===== src/rtl/aia_irq_src_gen.sv =====
// aia_irq_src_gen -- programmable AIA interrupt source generator.
//
// Produces NR_SRC interrupt lines shaped for APLIC source inputs. Each source
// has its own sourcemode and pulse-length registers and a small FSM
// (IDLE -> ASSERT -> GAP -> IDLE) that turns accepted requests into either
// fixed-length edge pulses or level assertions held until cleared.
//
// Ports
//   clk_i        clock, all state updates on the rising edge
//   rst_i        asynchronous active-high reset
//   cfg_we_i     configuration write strobe
//   cfg_idx_i    source index targeted by the write (out-of-range ignored)
//   cfg_mode_i   AIA sourcemode (0 Inactive, 1 Detached, 4/5 Edge1/0,
//                6/7 Level1/0; 2/3 behave as Inactive)
//   cfg_len_i    edge pulse length minus one
//   req_valid_i  per-source interrupt request
//   req_ready_o  per-source request accept (combinational)
//   clr_i        per-source level deassert (service complete)
//   irq_o        registered interrupt lines
//   busy_o       per-source FSM not IDLE
module aia_irq_src_gen #(
  parameter int unsigned NR_SRC = 4,
  parameter int unsigned LEN_W  = 4,
  localparam int unsigned IDX_W = (NR_SRC > 1) ? $clog2(NR_SRC) : 1
) (
  input  logic              clk_i,
  input  logic              rst_i,
  input  logic              cfg_we_i,
  input  logic [IDX_W-1:0]  cfg_idx_i,
  input  logic [2:0]        cfg_mode_i,
  input  logic [LEN_W-1:0]  cfg_len_i,
  input  logic [NR_SRC-1:0] req_valid_i,
  output logic [NR_SRC-1:0] req_ready_o,
  input  logic [NR_SRC-1:0] clr_i,
  output logic [NR_SRC-1:0] irq_o,
  output logic [NR_SRC-1:0] busy_o
);

  typedef enum logic [1:0] {
    ST_IDLE   = 2'd0,
    ST_ASSERT = 2'd1,
    ST_GAP    = 2'd2
  } state_e;

  function automatic logic is_detached(input logic [2:0] m);
    return m == 3'd1;
  endfunction

  function automatic logic is_edge(input logic [2:0] m);
    return (m == 3'd4) || (m == 3'd5);
  endfunction

  function automatic logic is_level(input logic [2:0] m);
    return (m == 3'd6) || (m == 3'd7);
  endfunction

  // Inverted-polarity modes (Edge0, Level0) rest high; everything else,
  // including Inactive, Detached and the reserved codes, rests low.
  function automatic logic idle_lvl(input logic [2:0] m);
    return (m == 3'd5) || (m == 3'd7);
  endfunction

  for (genvar i = 0; i < NR_SRC; i++) begin : g_src
    logic [2:0]       mode_q, mode_d;
    logic [LEN_W-1:0] len_q, len_d;
    logic [LEN_W-1:0] cnt_q, cnt_d;
    state_e           st_q, st_d;
    logic             irq_q, irq_d;
    logic             cfg_hit;
    logic             ready;
    logic             accept;

    // Only in-range indices can ever match, so out-of-range writes fall away.
    assign cfg_hit = cfg_we_i && (cfg_idx_i == IDX_W'(i));

    // A write to this source blocks acceptance for that cycle so a request
    // never races a mode/length change.
    assign ready  = (st_q == ST_IDLE) && !cfg_hit &&
                    (is_detached(mode_q) || is_edge(mode_q) || is_level(mode_q));
    assign accept = ready && req_valid_i[i];

    always_comb begin
      // NOTE: every variable gets its hold value first so no path leaves it
      // unassigned -- that is what keeps this block free of inferred latches.
      mode_d = mode_q;
      len_d  = len_q;
      cnt_d  = cnt_q;
      st_d   = st_q;

      unique case (st_q)
        ST_IDLE: begin
          // Detached accepts and drops the request: nothing changes.
          if (accept && is_edge(mode_q)) begin
            st_d  = ST_ASSERT;
            cnt_d = len_q;
          end else if (accept && is_level(mode_q)) begin
            st_d = ST_ASSERT;
          end
        end
        ST_ASSERT: begin
          if (is_edge(mode_q)) begin
            // Counter holds remaining cycles minus one; stops at zero.
            if (cnt_q == '0) st_d = ST_GAP;
            else             cnt_d = cnt_q - LEN_W'(1);
          end else if (clr_i[i]) begin
            st_d = ST_GAP;
          end
        end
        ST_GAP:  st_d = ST_IDLE;
        default: st_d = ST_IDLE;
      endcase

      // A mode change aborts whatever is in flight with no GAP; a same-mode
      // write only retargets the length for the next acceptance.
      if (cfg_hit) begin
        len_d = cfg_len_i;
        if (cfg_mode_i != mode_q) begin
          mode_d = cfg_mode_i;
          st_d   = ST_IDLE;
        end
      end

      irq_d = (st_d == ST_ASSERT) ? ~idle_lvl(mode_d) : idle_lvl(mode_d);
    end

    // NOTE: all per-source registers are reset -- there are only a handful
    // of bits each and the line level must be defined the moment reset hits.
    always_ff @(posedge clk_i or posedge rst_i) begin
      if (rst_i) begin
        mode_q <= 3'd0;
        len_q  <= '0;
        cnt_q  <= '0;
        st_q   <= ST_IDLE;
        irq_q  <= 1'b0;
      end else begin
        // NOTE: non-blocking assignments so every register samples the
        // pre-edge values regardless of statement order.
        mode_q <= mode_d;
        len_q  <= len_d;
        cnt_q  <= cnt_d;
        st_q   <= st_d;
        irq_q  <= irq_d;
      end
    end

    assign req_ready_o[i] = ready;
    assign irq_o[i]       = irq_q;
    assign busy_o[i]      = (st_q != ST_IDLE);
  end

endmodule


===== config.mk =====
export PLATFORM = sky130hd
export DESIGN_NAME = aia_irq_src_gen
export DESIGN_NICKNAME = d
export VERILOG_FILES = /design/src/rtl/aia_irq_src_gen.sv
export SDC_FILE = /design/constraint.sdc
export NUM_CORES = 1
export LEC_CHECK = 0
export BUFFER_PORTS_ARGS = -buffer_cell sky130_fd_sc_hd__buf_2
export CORE_MARGIN = 1.5
export CORE_UTILIZATION = 55
export CTS_BUF_LIST = sky130_fd_sc_hd__clkbuf_8
export CTS_CLUSTER_DIAMETER = 200
export DETAILED_ROUTE_END_ITERATION = 7
export PLACE_DENSITY_LB_ADDON = 0.15
export SLEW_MARGIN = 10
export SYNTH_ARGS = -nofsm -noshare
export SYNTH_HDL_FRONTEND = slang
export SYNTH_SLANG_ARGS = --single-unit

===== constraint.sdc =====
create_clock -name clk_i -period 3.5 [get_ports clk_i]
set_input_delay 0.7 -clock clk_i [delete_from_list [all_inputs] [get_ports clk_i]]
set_output_delay 0.7 -clock clk_i [all_outputs]
set_load 0.02 [all_outputs]

==> run metrics, run 1 <==
gr usage total=21.5%; initial antenna violation count=0; status=completed; synth warn=0; Vias per Instance=5.57; largest net degree at the start of global routing=23; skew final=5.14 ps; Setup Fix Bufs, Post-CTS=0; dominant cells by area after synthesis=dfrtp_1, mux2_2, nand2_1; H-Tree Level Count=2; max-cap violations=0; Sequential Area=1400 sq um; most used cell, CP=buf_2; Max stage delay on crit path=480 ps; Hold-fix buffers, CTS=0; cell count along the critical path=5; first-pass GRT wire length=10,200 um; Reg-to-Reg End=g_src[3].irq_q$_DFF_PP0_; Slew @ Worst Pin=566 ps; FF+latch count, synth=56; DRC viols=0; clock latency on the worst-skew pair=310 ps; worst path arrival time=1730 ps; crit path launch type=input pin; Hold Slack=375 ps; critical path's slowest cell=nand3b_1; CTS tree=built; R2R cell count=7; compound-cell area share of the yosys netlist=14.5%; Final Hold Fails=0; clk root buf=clkbuf_8; sw power=0.803 mW; Detailed Route WL=5740 um; Synth area leader=dfrtp_1; commonest non-fill, non-tap cell in the layout=dfrtp_1; Crit Path Category=in -> out; Slew Limit Fails=0; die width=77.2 um; Filler cells=450; post-synthesis sequential area ratio=46.2%; clock slew at reported path FFs=100 ps; synthesized instance count=309; Power Dens Cells=658 nW/um^2; main combinational cell family by area after synthesis=simple AND/OR/NAND/NOR gates; Sw Share=37.2%; Die Y=77.2 um; nets=355; Cell Rows=26; clk sink count=56; Buffers on Ports=31; maximum vdd drop=0.336 mV; antenna fix cells=0; Num CTS Buffers=5; period utilisation layout=69.5%; portion of netlist area occupied by mux cells=9.12%; die area=5960 sq um; Post-Syn Area=3030 sq um; Critical path origin=cfg_idx_i[1]; DRT antenna net count=0; Hold Crit Class=in -> async; Worst R2R Start=g_src[3].cnt_q[0]$_DFFE_PP0P_; Worst setup EP type=primary output; crit-path cells=buf_2 > nand3b_1 > o21ai_0 > nor2_1 > buf_2; XOR/XNOR share of the synthesized area=4.62%; total number of vias=2,240; Final GP Congestion=0.782; Wirelength per Cell=14.3 um; vias in the first global route=2,217; Logic pwr share=37.3%; Initial Util=58.2%; static leakage=1.52 nW; min Tclk post-route=2430 ps; Clock Path Buffers=2; area grow syn2layout=8.22%; area share of the largest cell type after synthesis=46.2%; post-CTS sizing=0; delay-heaviest family, CP=simple AND/OR/NAND/NOR gates; layout cells sized above 1=22.3%; critical path fanouts, max=14; number of DRC markers in iteration 0=70; Multi-input gate area=1480 sq um; simple-gate area share of the yosys netlist=19.0%; global route overflow=0; Required @ worst endpoint=2800 ps; f_max=0.411 GHz; Clock power frac=16.7%; RSZ-0062 raised after global routing=false; Internal Pwr Total=1.35 mW; Flop pwr share=45.9%; CP Buf/Inv Count=2; post-detail-place hpwl=4140 um; Pre-Repair DR Iteration Count=6; post-synthesis cell type count=44; Sum Neg Setup Slack=0 ps; crit path to=req_ready_o[1]; Adder-Cell Fraction of Synth Area=1.65%; I/O Pins=32; commonest non-fill, non-tap cells in the layout=dfrtp_1, nand2_1, buf_2; final setup vio count=0; core box area=5200 sq um; Synthesized Nets=333; Worst R2R Setup Slack=1610 ps; synthesized area per cell=9.81 sq um; Max transition margin=62.1%
-- synth_stat cells, drive strengths merged --
cell / n
a211o: 2
ha: 4
o211ai: 1
and3: 2
or3b: 3
nand2: 41
buf: 13
a22oi: 1
a211oi: 6
nor2b: 6
o21bai: 1
mux2i: 4
inv: 11
a22o: 8
a21o: 1
nand3: 8
mux2: 21
a32oi: 1
a221oi: 2
a21oi: 7
nand3b: 5
a31oi: 3
nand2b: 9
clkbuf: 6
or2: 5
o21ai: 29
nor3: 11
nand4b: 1
dfrtp: 56
xor2: 10
nor4: 1
xnor2: 6
nor3b: 5
o21ba: 1
o22a: 1
nor2: 17
-- worst min-delay path by stage --
| stage | slack, ps | cells past startpoint | end |
|---|---|---|---|
| 2_1_floorplan | 450 | 2 | g_src[0].len_q[0]$_DFFE_PP0P_ |
| 3_3_place_gp | 460 | 2 | g_src[0].len_q[1]$_DFFE_PP0P_ |
| 3_5_place_dp | 460 | 2 | g_src[0].len_q[1]$_DFFE_PP0P_ |
| 4_1_cts | 390 | 2 | g_src[3].cnt_q[0]$_DFFE_PP0P_ |
| 5_1_grt | 400 | 2 | g_src[3].cnt_q[1]$_DFFE_PP0P_ |
| 6_report | 370 | 2 | g_src[3].cnt_q[1]$_DFFE_PP0P_ |
-- cell families after synthesis --
kind of cell / Yosys count
compound gates: 64
buf+inv: 30
xor+xnor: 16
simple gates: 114
flops: 56
mux: 25
fa+ha+maj: 4
-- routing by layer --
layer | vias up | track usage [%] | part of all wire, %
li1 | 1110 | - | -
met1 | 1089 | 28.4 | 48
met2 | 33 | 35.3 | 47
met3 | 8 | 4.64 | 3.0
met4 | 0 | 7.09 | 1.6
met5 | - | 0 | 0
-- metrics by stage --
step           instances  total power [mW]  worst slack (ps)  util, %  area [sq um]
3_5_place_dp         394              1.81              1060     61.3          3190
3_3_place_gp         394              1.79              1080     61.3          3190
5_1_grt              402              2.33               931     63.0          3280
4_1_cts              402              2.18              1050     63.0          3280
2_1_floorplan        309              1.66              1260        -          3030
6_report             402              2.16              1070     63.0          3280
-- power groups by stage --
| stage | registers [mW] | logic [mW] | clock network, mW |
|---|---|---|---|
| after floorplan | 0.954 | 0.711 | 0 |
| after global placement | 0.998 | 0.787 | 0 |
| after detailed placement | 1.00 | 0.811 | 0 |
| after CTS | 0.990 | 0.814 | 0.372 |
| after global routing | 1.02 | 0.916 | 0.395 |
| final | 0.991 | 0.805 | 0.361 |
-- worst register-to-register path, delay by kind of cell, from the launching register on --
kind                     cells  cell delay (ps)
AO/OA/AOI/OAI                3              560
flip-flops                   1              420
adder cells (fa/ha/maj)      1              180
buffers and inverters        1               70
AND/OR/NAND/NOR              2              530
-- registers in the layout, summed over array words and instances (netlist names) --
name          cells
g_src.irq_q       4
g_src.mode_q     12
g_src.st_q        8
g_src.cnt_q      16
g_src.len_q      16
-- area by class of cell --
type | instances | area share (%)
clock inverter | 2 | 0.229
timing repair buffer | 34 | 5.42
inverter | 11 | 1.26
multi-input combinational | 223 | 45.2
sequential | 56 | 42.7
clock buffer | 6 | 2.52
tap | 70 | 2.67
(Power assumes the default switching activity.)
==> run 2: changes to the inputs <==
==> constraint.sdc (replaced) <==
create_clock -name clk_i -period 2.3 [get_ports clk_i]
set_input_delay 0.46 -clock clk_i [delete_from_list [all_inputs] [get_ports clk_i]]
set_output_delay 0.46 -clock clk_i [all_outputs]
set_load 0.02 [all_outputs]
==> run metrics, run 2 (synthesized netlist as in run 1, its figures left out) <==
max-cap violations=0 (unchanged); Clock power frac=19.1% (+2.4 points); period utilisation layout=85.8%; core box area=5200 sq um (unchanged); Die Y=77.2 um (unchanged); clk sink count=56 (unchanged); Pre-Repair DR Iteration Count=4 (-2); maximum vdd drop=0.477 mV (+42%); Final Hold Fails=0 (unchanged); global routing met1 resource utilization=27.0% (-1.4 points); H-Tree Level Count=2 (unchanged); clock latency on the worst-skew pair=310 ps (about the same); critical path fanouts, max=6 (-8); min Tclk post-route=1970 ps; Internal Pwr Total=2.14 mW (+58%); post-CTS sizing=0 (unchanged); DP Area=3210 sq um (+0.71%); met3 GRT Util=5.12% (+0.48 points); antenna fix cells=0 (unchanged); Initial Util=58.2% (unchanged); Required @ worst endpoint=1840 ps (-960 ps); Hold-fix buffers, CTS=0 (unchanged); area grow syn2layout=9.66%; worst path arrival time=1510 ps (-220 ps); layout cells sized above 1=23.6% (+1.3 points); Vias per Instance=5.52 (-0.92%); skew final=4.14 ps (-0.998 ps); Finished Layout Cells=405 (+0.75%); Tot Pwr=3.39 mW (+57%); crit path launch type=flip-flop; initial antenna violation count=0 (unchanged); Worst setup EP type=primary output; Hold Crit Class=in -> async; post-detail-place hpwl=4190 um (+1.3%); Final GP Congestion=0.817 (+4.5%); static leakage=1.54 nW (+0.84%); number of DRC markers in iteration 0=132 (+89%); Flop pwr share=44.7% (-1.2 points); f_max=0.506 GHz; status=completed; RSZ-0062 raised after global routing=false; commonest non-fill, non-tap cell in the layout=dfrtp_1; clk root buf=clkbuf_8; first-pass GRT wire length=10,300 um (+0.61%); Slew Limit Fails=0 (unchanged); Slew @ Worst Pin=697 ps (+130 ps); Num CTS Buffers=5 (unchanged); CTS tree=built; gr usage total=21.8% (+0.30 points); Setup Fix Bufs, Post-CTS=0 (unchanged); Clock Path Buffers=2 (unchanged); final setup vio count=0 (unchanged); I/O Pins=32 (unchanged); Wirelength per Cell=14.6 um (+2.0%); Sw Share=36.7% (-0.55 points); biggest regs=g_src.cnt_q: 16 flops, g_src.len_q: 16 flops, g_src.mode_q: 12 flops; vias in the first global route=2,282 (+2.9%); DRT antenna net count=0 (unchanged); commonest non-fill, non-tap cells in the layout=dfrtp_1, nand2_1, buf_2; Non-Filler Cell Area, Final=3320 sq um (+1.3%); DRC viols=0 (unchanged); global route overflow=0 (unchanged); M2 GR Usage=37.3% (+2.0 points); clock slew at reported path FFs=100 ps (about the same); Buffers on Ports=31 (unchanged); Sum Neg Setup Slack=0 ps (unchanged); sw power=1.24 mW (+55%); largest net degree at the start of global routing=57 (+150%); Detailed Route WL=5900 um (+2.8%); Top Usage Layer GRT=met2; total number of vias=2,236 (-0.18%); nets=358 (+0.85%); Logic pwr share=36.2% (-1.1 points); die area=5960 sq um (unchanged); Max transition margin=53.6% (-8.6 points); die width=77.2 um (unchanged); Crit Path Category=reg -> out; Cell Rows=26 (unchanged); Power Dens Cells=1020 nW/um^2 (+55%); Cells after DPL=397 (+0.76%)
## run 2: cell types whose count changed in the layout (fill, tap and decap cells not counted), sizes merged
cell	previous run	this run
buf	34	37
bufinv	0	1
clkbuf	6	5
clkinv	0	1
clkinvlp	0	1
inv	13	11
## run 2: final timing paths
kind	startpoint	to	slack (ps)	depth (start not counted)
setup / recovery	g_src[0].st_q[0]$_DFF_PP0_	req_ready_o[0]	330	3
min in group clk_i	cfg_len_i[3]	g_src[0].len_q[3]$_DFFE_PP0P_	420	3
setup reg to reg	g_src[3].cnt_q[0]$_DFFE_PP0P_	g_src[3].cnt_q[3]$_DFFE_PP0P_	460	7
hold / removal	rst_i	g_src[1].len_q[1]$_DFFE_PP0P_	330	3
hold reg to reg	g_src[0].len_q[0]$_DFFE_PP0P_	g_src[0].len_q[0]$_DFFE_PP0P_	480	2
max in group asynchronous	rst_i	g_src[2].irq_q$_DFF_PP0_	1510	3
## run 2: layer usage
layer / up-vias / part of all wire (%) / routed length [um]
li1: 1113 / - / -
met1: 1080 / 46 / 2740
met2: 33 / 49 / 2880
met3: 10 / 3.2 / 191
met4: 0 / 1.7 / 98
met5: - / 0 / 0
## run 2: power by group through the flow
stage,Sequential [mW],Combinational (mW),Clock [mW]
after floorplan,1.45,1.08,0
after global placement,1.53,1.20,0
after CTS,1.51,1.24,0.664
final,1.51,1.23,0.645
after detailed placement,1.53,1.24,0
after global routing,1.56,1.38,0.701
## run 2: critical path: stages (launching register included)
cell and delay [ps]:
dfrtp_1 440, or2_2 340, nor3_1 230, buf_2 210
## run 2: metrics by stage
step | hold WS, ps | worst slack, ps | util, %
final | 332 | 326 | 63.8
after global routing | 398 | 254 | 63.8
after CTS | 352 | 328 | 63.8
after detailed placement | 463 | 462 | 61.7
after global placement | 463 | 481 | 61.7
after floorplan | 446 | 469 | -
## run 2: cell type report
type                       count  area [sq um]
inverter                      11          41.3
clock inverter                 3          42.5
tap                           70          87.6
sequential                    56          1400
timing repair buffer          37           200
clock buffer                   5          68.8
multi-input combinational    223          1480
fill                         451          1880
==> run 3: changes to the inputs <==
==> constraint.sdc (replaced) <==
create_clock -name clk_i -period 1.9 [get_ports clk_i]
set_input_delay 0.38 -clock clk_i [delete_from_list [all_inputs] [get_ports clk_i]]
set_output_delay 0.38 -clock clk_i [all_outputs]
set_load 0.02 [all_outputs]
==> run metrics, run 3 (synthesized netlist as in run 1, its figures left out) <==
DRC viols=0 (unchanged); gr usage total=21.0% (-0.82 points); delay-heaviest family, CP=simple AND/OR/NAND/NOR gates; Final Hold Fails=0 (unchanged); first-pass GRT wire length=9880 um (-3.7%); Crit Path Category=reg -> reg; clock latency on the worst-skew pair=310 ps (about the same); Worst setup EP type=flip-flop; skew final=9.78 ps (+5.64 ps); clk sink count=56 (unchanged); Hold Crit Class=in -> async; core box area=5200 sq um (unchanged); Cell Rows=26 (unchanged); post-detail-place hpwl=4150 um (-1.0%); min Tclk post-route=1830 ps; Num CTS Buffers=5 (unchanged); Final GP Congestion=0.834 (+2.1%); Required @ worst endpoint=2120 ps (+280 ps); critical path fanouts, max=4 (-2); number of DRC markers in iteration 0=113 (-14%); Detailed Route WL=5870 um (-0.61%); Non-Filler Cell Area, Final=3370 sq um (+1.5%); initial antenna violation count=0 (unchanged); Slew @ Worst Pin=354 ps (-343 ps); layout cells sized above 1=25.1% (+1.5 points); Buffers on Ports=31 (unchanged); crit path launch type=flip-flop; total number of vias=2,285 (+2.2%); static leakage=1.57 nW (+2.3%); maximum vdd drop=0.673 mV (+41%); final setup vio count=0 (unchanged); f_max=0.547 GHz; Tot Pwr=4.14 mW (+22%); Power Dens Cells=1230 nW/um^2 (+20%); critical path's slowest cell=dfrtp_1; DP Area=3250 sq um (+1.3%); Wirelength per Cell=14.3 um (-1.6%); antenna fix cells=0 (unchanged); worst path arrival time=2050 ps (+540 ps); largest net degree at the start of global routing=57 (unchanged); Max transition margin=76.2% (+23 points); post-CTS sizing=0 (unchanged); max-cap violations=0 (unchanged); Die Y=77.2 um (unchanged); clk root buf=clkbuf_8; Max stage delay on crit path=410 ps (-30 ps); Hold-fix buffers, CTS=0 (unchanged); die width=77.2 um (unchanged); global route overflow=0 (unchanged); Clock Path Buffers=2 (unchanged); die area=5960 sq um (unchanged); DRT antenna net count=0 (unchanged); Slew Limit Fails=0 (unchanged); RSZ-0062 raised after global routing=true; Worst R2R Setup Slack=70 ps (-390 ps); area grow syn2layout=11.4%; status=completed; period utilisation layout=96.2%; Sum Neg Setup Slack=0 ps (unchanged); nets=362 (+1.1%); Pre-Repair DR Iteration Count=4 (unchanged); Vias per Instance=5.59 (+1.2%); clock slew at reported path FFs=100 ps (about the same); Setup Fix Bufs, Post-CTS=0 (unchanged); CTS tree=built; commonest non-fill, non-tap cell in the layout=dfrtp_1; Initial Util=58.2% (unchanged); Cells after DPL=401 (+1.0%); Finished Layout Cells=409 (+0.99%); CP Buf/Inv Count=1 (unchanged); crit-path cells=inv_1 > ha_1 > or3b_1 > nor2_1 > o21ai_2 > xor2_1 > a211oi_1; H-Tree Level Count=2 (unchanged); I/O Pins=32 (unchanged); commonest non-fill, non-tap cells in the layout=dfrtp_1, nand2_1, buf_2; Final Util=64.8% (+0.99 points); Filler cells=439 (-2.7%); vias in the first global route=2,257 (-1.1%); biggest regs=g_src.cnt_q: 16 flops, g_src.len_q: 16 flops, g_src.mode_q: 12 flops
==> run 3: metal layers <==
| layer | share of wire (%) | vias up | track usage [%] |
|---|---|---|---|
| met3 | 3.9 | 11 | 5.12 |
| met1 | 47 | 1100 | 26.3 |
| li1 | - | 1129 | - |
| met2 | 47 | 45 | 35.0 |
| met5 | 0 | - | 0 |
| met4 | 1.6 | 0 | 8.18 |
==> run 3: worst paths after layout <==
kind                                          startpoint                            end  depth (start not counted)
max                        g_src[1].cnt_q[0]$_DFFE_PP0P_       g_src[1].irq_q$_DFF_PP0_                          7
min                                                rst_i  g_src[0].len_q[0]$_DFFE_PP0P_                          3
max reg2reg                g_src[1].cnt_q[0]$_DFFE_PP0P_       g_src[1].irq_q$_DFF_PP0_                          7
min reg2reg                g_src[0].len_q[1]$_DFFE_PP0P_  g_src[0].len_q[1]$_DFFE_PP0P_                          2
max in group asynchronous                          rst_i       g_src[3].irq_q$_DFF_PP0_                          3
min in group clk_i                          cfg_len_i[3]  g_src[0].len_q[3]$_DFFE_PP0P_                          3
==> run 3: final cells by class <==
| type | instances | area (sq um) | area share (%) |
|---|---|---|---|
| Tap cell | 70 | 87.6 | 2.60 |
| Clock inverter | 3 | 38.8 | 1.15 |
| Inverter | 11 | 41.3 | 1.22 |
| Timing Repair Buffer | 41 | 243 | 7.19 |
| Sequential cell | 56 | 1400 | 41.5 |
| Clock buffer | 5 | 68.8 | 2.04 |
| Multi-Input combinational cell | 223 | 1490 | 44.3 |
==> run 3: report_power, final <==
| group | switching [mW] | internal (mW) | leakage [nW] |
|---|---|---|---|
| registers | 0.297 | 1.53 | 0.690 |
| logic | 0.829 | 0.701 | 0.822 |
| clock network | 0.390 | 0.387 | 0.0593 |
==> run 3: worst reg2reg max path, cell delays in order, from the launching register on <==
cell	delay [ps]
dfrtp_1	410
inv_1	80
ha_1	180
or3b_1	360
nor2_1	170
o21ai_2	120
xor2_1	180
a211oi_1	240
==> run 3: stage by stage <==
stage	setup WS, ps	hold WS, ps
after global placement	168	457
after global routing	-11.1	117
after floorplan	149	446
final	73.0	107
after detailed placement	103	461
after CTS	77.8	111
